**config.mk**
```make
export PLATFORM = sky130hd
export DESIGN_NAME = cb_vm_addr_seq
export DESIGN_NICKNAME = d
export VERILOG_FILES = /design/src/rtl/cb_vm_addr_seq.sv
export SDC_FILE = /design/constraint.sdc
export NUM_CORES = 1
export LEC_CHECK = 0
export ABC_AREA = 1
export CORE_MARGIN = 1
export CORE_UTILIZATION = 59
export CTS_BUF_LIST = sky130_fd_sc_hd__clkbuf_8
export DETAILED_ROUTE_END_ITERATION = 12
export PLACE_DENSITY = 0.83
export SLEW_MARGIN = 10
export SYNTH_ARGS = -nofsm -noshare
export SYNTH_HDL_FRONTEND = slang
export SYNTH_SLANG_ARGS = --single-unit
```
**constraint.sdc**
```tcl
create_clock -name clk -period 3.1 [get_ports clk]
set_input_delay 0.31 -clock clk [delete_from_list [all_inputs] [get_ports clk]]
set_output_delay 0.31 -clock clk [all_outputs]
set_load 0.1 [all_outputs]
```
**src/rtl/cb_vm_addr_seq.sv**
```systemverilog
// cb_vm_addr_seq
//   Streams the CB word addresses of one group over a valid/ready interface.
//   The group base address and group index are latched on an accepted start.
//   The group length is {group_cnt[ROW_LEN-1:1],3'b000} + 8 + group_cnt[0],
//   so consecutive groups tile the CB without gaps. Addresses wrap modulo 2^CB_AW.
//
// Ports
//   clk           system clock, rising edge
//   sys_rst_n     asynchronous active-low reset
//   start         1-cycle request, sampled only in IDLE
//   abort         synchronous cancel of the current sequence
//   CB_base_addr  group base address, latched on accepted start
//   group_cnt     group index, latched on accepted start
//   addr_ready    consumer accepts the current beat
//   addr_valid    addr_out is valid
//   addr_out      current CB word address
//   addr_last     final beat of the group, qualified by addr_valid
//   busy          sequence in progress (CALC, BURST or DONE)
//   done          1-cycle pulse after the last beat is accepted
//   addr_ovf      sticky address-overflow flag
//
// Configuration
//   CB_SEQ_OVF_CHK_EN : when defined, a group whose end address base+len-1
//   carries out of CB_AW bits sets addr_ovf. The flag clears on reset or on
//   an accepted start. When undefined, addr_ovf is tied to 0.

module cb_vm_addr_seq #(
    parameter int CB_AW   = 19,
    parameter int ROW_LEN = 10
) (
    input  logic               clk,
    input  logic               sys_rst_n,
    input  logic               start,
    input  logic               abort,
    input  logic [CB_AW-1:0]   CB_base_addr,
    input  logic [ROW_LEN-1:0] group_cnt,
    input  logic               addr_ready,
    output logic               addr_valid,
    output logic [CB_AW-1:0]   addr_out,
    output logic               addr_last,
    output logic               busy,
    output logic               done,
    output logic               addr_ovf
);

    typedef enum logic [1:0] {IDLE, CALC, BURST, DONE} state_t;

    state_t             state, state_d;
    logic [CB_AW-1:0]   base_q, base_d;
    logic [ROW_LEN-1:0] gcnt_q, gcnt_d;
    logic [CB_AW-1:0]   idx, idx_d, idx_inc;
    logic [CB_AW-1:0]   last_idx, last_idx_d;
    logic [CB_AW-1:0]   len_calc;
    logic [CB_AW-1:0]   out_d;
    logic               valid_d, last_d, busy_d, done_d;
    logic               start_acc, xfer;

    always_comb begin
        len_calc = CB_AW'({gcnt_q[ROW_LEN-1:1], 3'b000}) + CB_AW'(8) + CB_AW'(gcnt_q[0]);
    end

    assign start_acc = (state == IDLE) && start && !abort;
    assign xfer      = addr_valid && addr_ready;
    assign idx_inc   = idx + CB_AW'(1);

    // All outputs are registered: the next-state logic computes their next
    // values, so addr_ready never reaches addr_valid/addr_out combinationally.
    always_comb begin
        state_d    = state;
        base_d     = base_q;
        gcnt_d     = gcnt_q;
        idx_d      = idx;
        last_idx_d = last_idx;
        valid_d    = addr_valid;
        out_d      = addr_out;
        last_d     = addr_last;
        busy_d     = busy;
        done_d     = 1'b0;

        case (state)
            IDLE: begin
                if (start_acc) begin
                    base_d  = CB_base_addr;
                    gcnt_d  = group_cnt;
                    busy_d  = 1'b1;
                    state_d = CALC;
                end
            end
            CALC: begin
                last_idx_d = len_calc - CB_AW'(1);
                idx_d      = '0;
                valid_d    = 1'b1;
                out_d      = base_q;
                last_d     = 1'b0;  // len >= 8, so beat 0 is never the last
                state_d    = BURST;
            end
            BURST: begin
                if (xfer) begin
                    if (addr_last) begin
                        valid_d = 1'b0;
                        last_d  = 1'b0;
                        done_d  = 1'b1;
                        state_d = DONE;
                    end else begin
                        idx_d  = idx_inc;
                        out_d  = base_q + idx_inc;
                        last_d = (idx_inc == last_idx);
                    end
                end
            end
            DONE: begin
                busy_d  = 1'b0;
                state_d = IDLE;
            end
            default: state_d = IDLE;
        endcase

        // Abort overrides every active state, including a final transfer:
        // the beat is consumed but no done pulse is produced.
        if (abort && (state != IDLE)) begin
            state_d = IDLE;
            idx_d   = '0;
            valid_d = 1'b0;
            last_d  = 1'b0;
            busy_d  = 1'b0;
            done_d  = 1'b0;
        end
    end

    always_ff @(posedge clk or negedge sys_rst_n) begin
        if (!sys_rst_n) begin
            state      <= IDLE;
            base_q     <= '0;
            gcnt_q     <= '0;
            idx        <= '0;
            last_idx   <= '0;
            addr_valid <= 1'b0;
            addr_out   <= '0;
            addr_last  <= 1'b0;
            busy       <= 1'b0;
            done       <= 1'b0;
        end else begin
            state      <= state_d;
            base_q     <= base_d;
            gcnt_q     <= gcnt_d;
            idx        <= idx_d;
            last_idx   <= last_idx_d;
            addr_valid <= valid_d;
            addr_out   <= out_d;
            addr_last  <= last_d;
            busy       <= busy_d;
            done       <= done_d;
        end
    end

`ifdef CB_SEQ_OVF_CHK_EN
    logic [CB_AW:0] end_addr;

    always_comb begin
        end_addr = {1'b0, base_q} + {1'b0, len_calc} - (CB_AW+1)'(1);
    end

    always_ff @(posedge clk or negedge sys_rst_n) begin
        if (!sys_rst_n) begin
            addr_ovf <= 1'b0;
        end else if (start_acc) begin
            addr_ovf <= 1'b0;
        end else if ((state == CALC) && end_addr[CB_AW]) begin
            addr_ovf <= 1'b1;
        end
    end
`else
    assign addr_ovf = 1'b0;
`endif

endmodule

```
Word-level counts from Yosys, hierarchy flattened
Index checks and enable logic that the tools add are counted.
Operators by class
  add/subtract/negate cells: 5
  equality and inequality tests: 10
  mux-type cells: 27
  reduce and logical (&&, ||, !) cells: 17
Operator list (count)
  19-bit two-way mux: 5
  19-bit case mux with 2 select lines: 2
  19-bit by 1-bit adder with 19-bit output (second input constant): 1
  19-bit adder: 1
  19-bit == test: 1
  14-bit by 1-bit subtractor with 15-bit output (second input constant): 1
  13-bit by 1-bit adder with 14-bit output: 1
  12-bit by 4-bit adder with 13-bit output (second input constant): 1
  1-bit two-way mux: 12
  3-bit AND reduction: 4
  3-bit != test (second input constant): 3
  2-bit two-way mux: 4
  2-bit case mux with 4 select lines: 1
  1-bit case mux with 2 select lines: 3
  2-bit AND reduction: 3
  3-bit nonzero test: 2
  2-bit == test (second input constant): 2
  1-bit logical AND: 4
  2-bit != test (second input constant): 2
  2-bit nonzero test: 2
  3-bit by 2-bit != test with 1-bit output (second input constant): 1
  2-bit by 1-bit == test with 1-bit output (second input constant): 1
  2-bit zero test: 1
  1-bit zero test: 1
Word-level totals
  flip-flop bits (word level): 92
  input port bits: 34
  output and inout port bits: 24
  word-level logic and storage cells: 69

Logic depth before layout (Yosys ltp)
  word-level depth: 6
  gate-level depth with buffers: 20
  gate-level depth less buffers: 20

Least setup slack after synthesis
No wires, ideal clock.
  kind: register -> register
  start point: reg idx[0]
  end point: reg addr_out[18]
  library setup time: 0.120 ns
  arrival: 2.320 ns
  required time: 2.980 ns
  path slack: 0.661 ns
  cell stages (with the launch flop): 18
  path buffers: 0
  clock period less this slack: 2.439 ns
  cell sequence: dfrtp_1 -> ha_1 -> nand2_1 -> nor2_1 -> nand3_1 -> nor3_2 -> xor2_1 -> ha_1 -> nand2_1 -> inv_1 -> nand2_1 -> nand2_1 -> a21oi_1 -> nand2_1 -> nand2_1 -> nand4_1 -> nand3_1 -> nand2_1
On the way
  longest elaborated chain between the ends: 5
Ends and longest elaborated chain
  start, declared: line 51  | logic [CB_AW-1:0] idx, idx_d, idx_inc;
  start signal, assigned: line 146  | idx <= idx_d;
  19-bit by 1-bit adder with 19-bit output: line 64  | assign idx_inc = idx + CB_AW'(1);
  19-bit adder: line 106  | out_d = base_q + idx_inc;
  19-bit two-way mux: line 99  | if (addr_last) begin
  19-bit two-way mux: line 98  | if (xfer) begin
  19-bit case mux with 2 select lines: line 80  | case (state)
  end signal, assigned: line 149  | addr_out <= out_d;
  end, declared: line 39  | output logic [CB_AW-1:0] addr_out,
Every way passes these cells. The select of a mux whose other input is x is not followed.
A chain may end at the register's enable or synchronous reset.

Worst setup path after layout
  start point: reg idx[1]
  end point: reg addr_out[18]
The elaborated chain is that of the path after synthesis.

==> impl_metrics.json <==
{
  "outcome": "finished, final reports clean",
  "tritoncts": "built",
  "drive_above_1_share": 0.0568,
  "antenna_cells": 0,
  "power_frac_comb": 0.544,
  "synth_area_leaders": "dfrtp_1, nand2_1, inv_1, ha_1, o21ai_0",
  "yosys_warnings": 0,
  "start_kind": "register",
  "p_clk_frac": 0.141,
  "finalMaxSlewViolations": 0,
  "wirelength_um": 13600,
  "endpoint": "addr_out[18]",
  "tns_ns": 0,
  "clkLatencyLatePin_ns": 0.36,
  "synth_area_leader_cell": "dfrtp_1",
  "dieWidth_um": 95.8,
  "final_cells": 897,
  "period_needed_ns": 2.83,
  "crit_fanout": 6,
  "clk_path_buf_depth": 2,
  "initial_core_util": 0.619,
  "timing_hold_violations_final": 0,
  "rrSetupSlack_ns": 0.27,
  "place.detailed.hpwl_um": 10400,
  "p_leak_uw": 0.00302,
  "cts_root_buf": "clkbuf_8",
  "postSynthAreaPerCell_sq_um": 7.17,
  "htreeDepth": 3,
  "syn_nets": 784,
  "swShare": 0.522,
  "relSlewSlack": 0.341,
  "fp-row-count": 33,
  "grt_pass1_vias": 4687,
  "cts_num_sinks": 84,
  "final.period_utilization": 0.914,
  "ir_drop_uv": 803,
  "crit_arrival_ns": 3.09,
  "die_h_um": 95.8,
  "preCtsSetupSlack_ns": 0.0267,
  "critPathRequiredTime_ns": 3.36,
  "routedWlPerCell_um": 15.2,
  "area_growth_pct": 18.3,
  "gp_congestion": 1.01,
  "r2r_start": "idx[1]",
  "port_buffers": 56,
  "layout_commonest_cell": "nand2_1",
  "cts_buffers": 9,
  "grt_max_degree": 33,
  "p_seq_frac": 0.316,
  "ys_types": 36,
  "cp-startpoint": "idx[1]",
  "rsz0062_at_grt": "false",
  "dp_cells": 878,
  "io_pins": 58,
  "drc": 0,
  "powerDensity_nw_per_um2": 920,
  "vias": 4991,
  "critPathKind": "reg2reg",
  "setup_viol": 0,
  "grtUsageTotal": 0.322,
  "setup_ws_ns": 0.267,
  "min-delay-path-class": "in2async",
  "grt-ovfl-total": 0,
  "endpoint_kind": "register",
  "most-common-layout-cells": "nand2_1, inv_1, dfrtp_1, clkdlybuf4s50_1, nor2_1",
  "drt-initial-drc-count": 333,
  "synth-seq-cells": 84,
  "firstDrtPassIters": 7,
  "switchingPower_uw": 2950,
  "synth_area_sq_um": 5190,
  "core_sq_um": 8380,
  "p_int_uw": 2700,
  "fmax_ghz": 0.353,
  "synth_top_area_share": 0.405,
  "grt_antenna_before_repair": 0,
  "worst_pin_slew_ns": 0.985,
  "yosysSeqAreaShare": 0.405,
  "worst_clock_skew_ns": 0.00703,
  "drv_cap": 0,
  "rr_worst_depth": 17,
  "viasPerCell": 5.56,
  "rr_endpoint": "addr_out[18]",
  "final_net_count": 847,
  "ant_nets": 0,
  "clk_pin_slew_ns": 0.10,
  "synthCells": 724,
  "die-area_sq_um": 9180,
  "grt_pass1_wl_um": 22400
}
## through the flow
| step | hold WS, ns | util | cell area (sq um) | power [uW] |
|---|---|---|---|---|
| finish | 0.406 | 0.733 | 6140 | 5650 |
| global route | 0.449 | 0.733 | 6140 | 6000 |
| CTS | 0.424 | 0.727 | 6100 | 5650 |
| detailed placement | 0.271 | 0.702 | 5880 | 4850 |
| global placement | 0.255 | 0.702 | 5880 | 4780 |
| floorplan | 0.0144 | - | 5190 | 4010 |
## power groups by stage
stage | Combinational (uW) | Sequential, uW | Clock, uW
2_1_floorplan | 1350 | 2660 | 0
3_5_place_dp | 3050 | 1800 | 0
4_1_cts | 3070 | 1780 | 808
6_report | 3070 | 1780 | 794
5_1_grt | 3330 | 1830 | 847
3_3_place_gp | 2990 | 1780 | 0
## per-layer routing
| metal | global-route usage | wire length (um) | vias to the layer above |
|---|---|---|---|
| li1 | - | - | 2449 |
| met1 | 0.437 | 6140 | 2311 |
| met4 | 0.113 | 343 | 0 |
| met5 | 0 | 0 | - |
| met3 | 0.0664 | 870 | 35 |
| met2 | 0.511 | 6300 | 196 |
## worst min path at each step
stage,end,slack (ns),startpoint,depth (start not counted)
2_1_floorplan,addr_last,0.01,sys_rst_n,0
6_report,addr_out[12],0.41,sys_rst_n,2
3_3_place_gp,addr_out[12],0.26,sys_rst_n,1
4_1_cts,addr_out[12],0.42,sys_rst_n,2
5_1_grt,addr_out[12],0.45,sys_rst_n,2
3_5_place_dp,addr_out[12],0.27,sys_rst_n,1
## area by class of cell
cell class | count | area [sq um]
well taps | 105 | 131
clock inverters | 7 | 76.3
fillers | 661 | 2240
multi-input cells | 532 | 2710
clock buffers | 9 | 124
repair buffers | 70 | 663
inverters | 90 | 338
flip-flops and latches | 84 | 2100
## sequential cells by signal (all words and copies together), names as in the netlist
signal and count:
last_idx 11, idx 19, done 1, gcnt_q 10, busy 1, addr_valid 1
addr_out 19, base_q 19, state 2, addr_last 1
## Yosys cell counts
| cell | n |
|---|---|
| nor3_2 | 1 |
| o21ai_1 | 2 |
| o211ai_1 | 2 |
| ha_1 | 25 |
| nand4_1 | 9 |
| nand2_1 | 247 |
| o21ai_0 | 46 |
| o22ai_1 | 16 |
| dfrtp_1 | 84 |
| a21oi_1 | 34 |
| buf_4 | 1 |
| buf_2 | 3 |
| fa_1 | 1 |
| nor2_4 | 1 |
| inv_1 | 90 |
| a31oi_1 | 4 |
| and2_1 | 1 |
| o32ai_1 | 1 |
| clkbuf_1 | 11 |
| nor3_1 | 6 |
| nand2_2 | 1 |
| buf_1 | 3 |
| nor2_2 | 2 |
| o21bai_1 | 7 |
| xnor2_1 | 3 |
| conb_1 | 1 |
| nand3b_1 | 2 |
| nor2_1 | 55 |
| o221ai_1 | 1 |
| xor2_1 | 13 |
| xor2_2 | 1 |
| nand3_1 | 41 |
| o21a_1 | 6 |
| nand3_2 | 1 |
| a31oi_2 | 1 |
| a21boi_0 | 1 |
## worst max-delay path: stages, from the launching register on
cell and delay [ns]:
dfrtp_1 0.40, ha_2 0.25, nand2_1 0.15, nor2_4 0.18, nand3_1 0.11, nor3_2 0.17, xor2_2 0.29, ha_1 0.31
nand2_1 0.11, inv_1 0.04, nand2_1 0.05, nand2_1 0.06, a21oi_1 0.18, nand2_1 0.08, nand2_1 0.09, nand4_1 0.09
nand3_1 0.12, nand2_1 0.05
## cells by family after synthesis
group                      count (synthesis)  share of synthesized area
AOI/OAI and AO/OA                        121                      0.132
xor gates and xnor gates                  17                     0.0301
adders and majority gates                 26                     0.0641
buffers and inverters                    108                     0.0796
DFF                                       84                      0.405
other                                      1                   0.000723
and+or+nand+nor                          367                      0.288
## timing repair
item,CTS,global route
endpoints found under the setup margin,1,6
hold endpoints to repair,30,0
pin swaps,0,1
resized for setup,1,7
setup buffers,0,2
hold buffers,1,0
(Power assumes the default switching activity.)
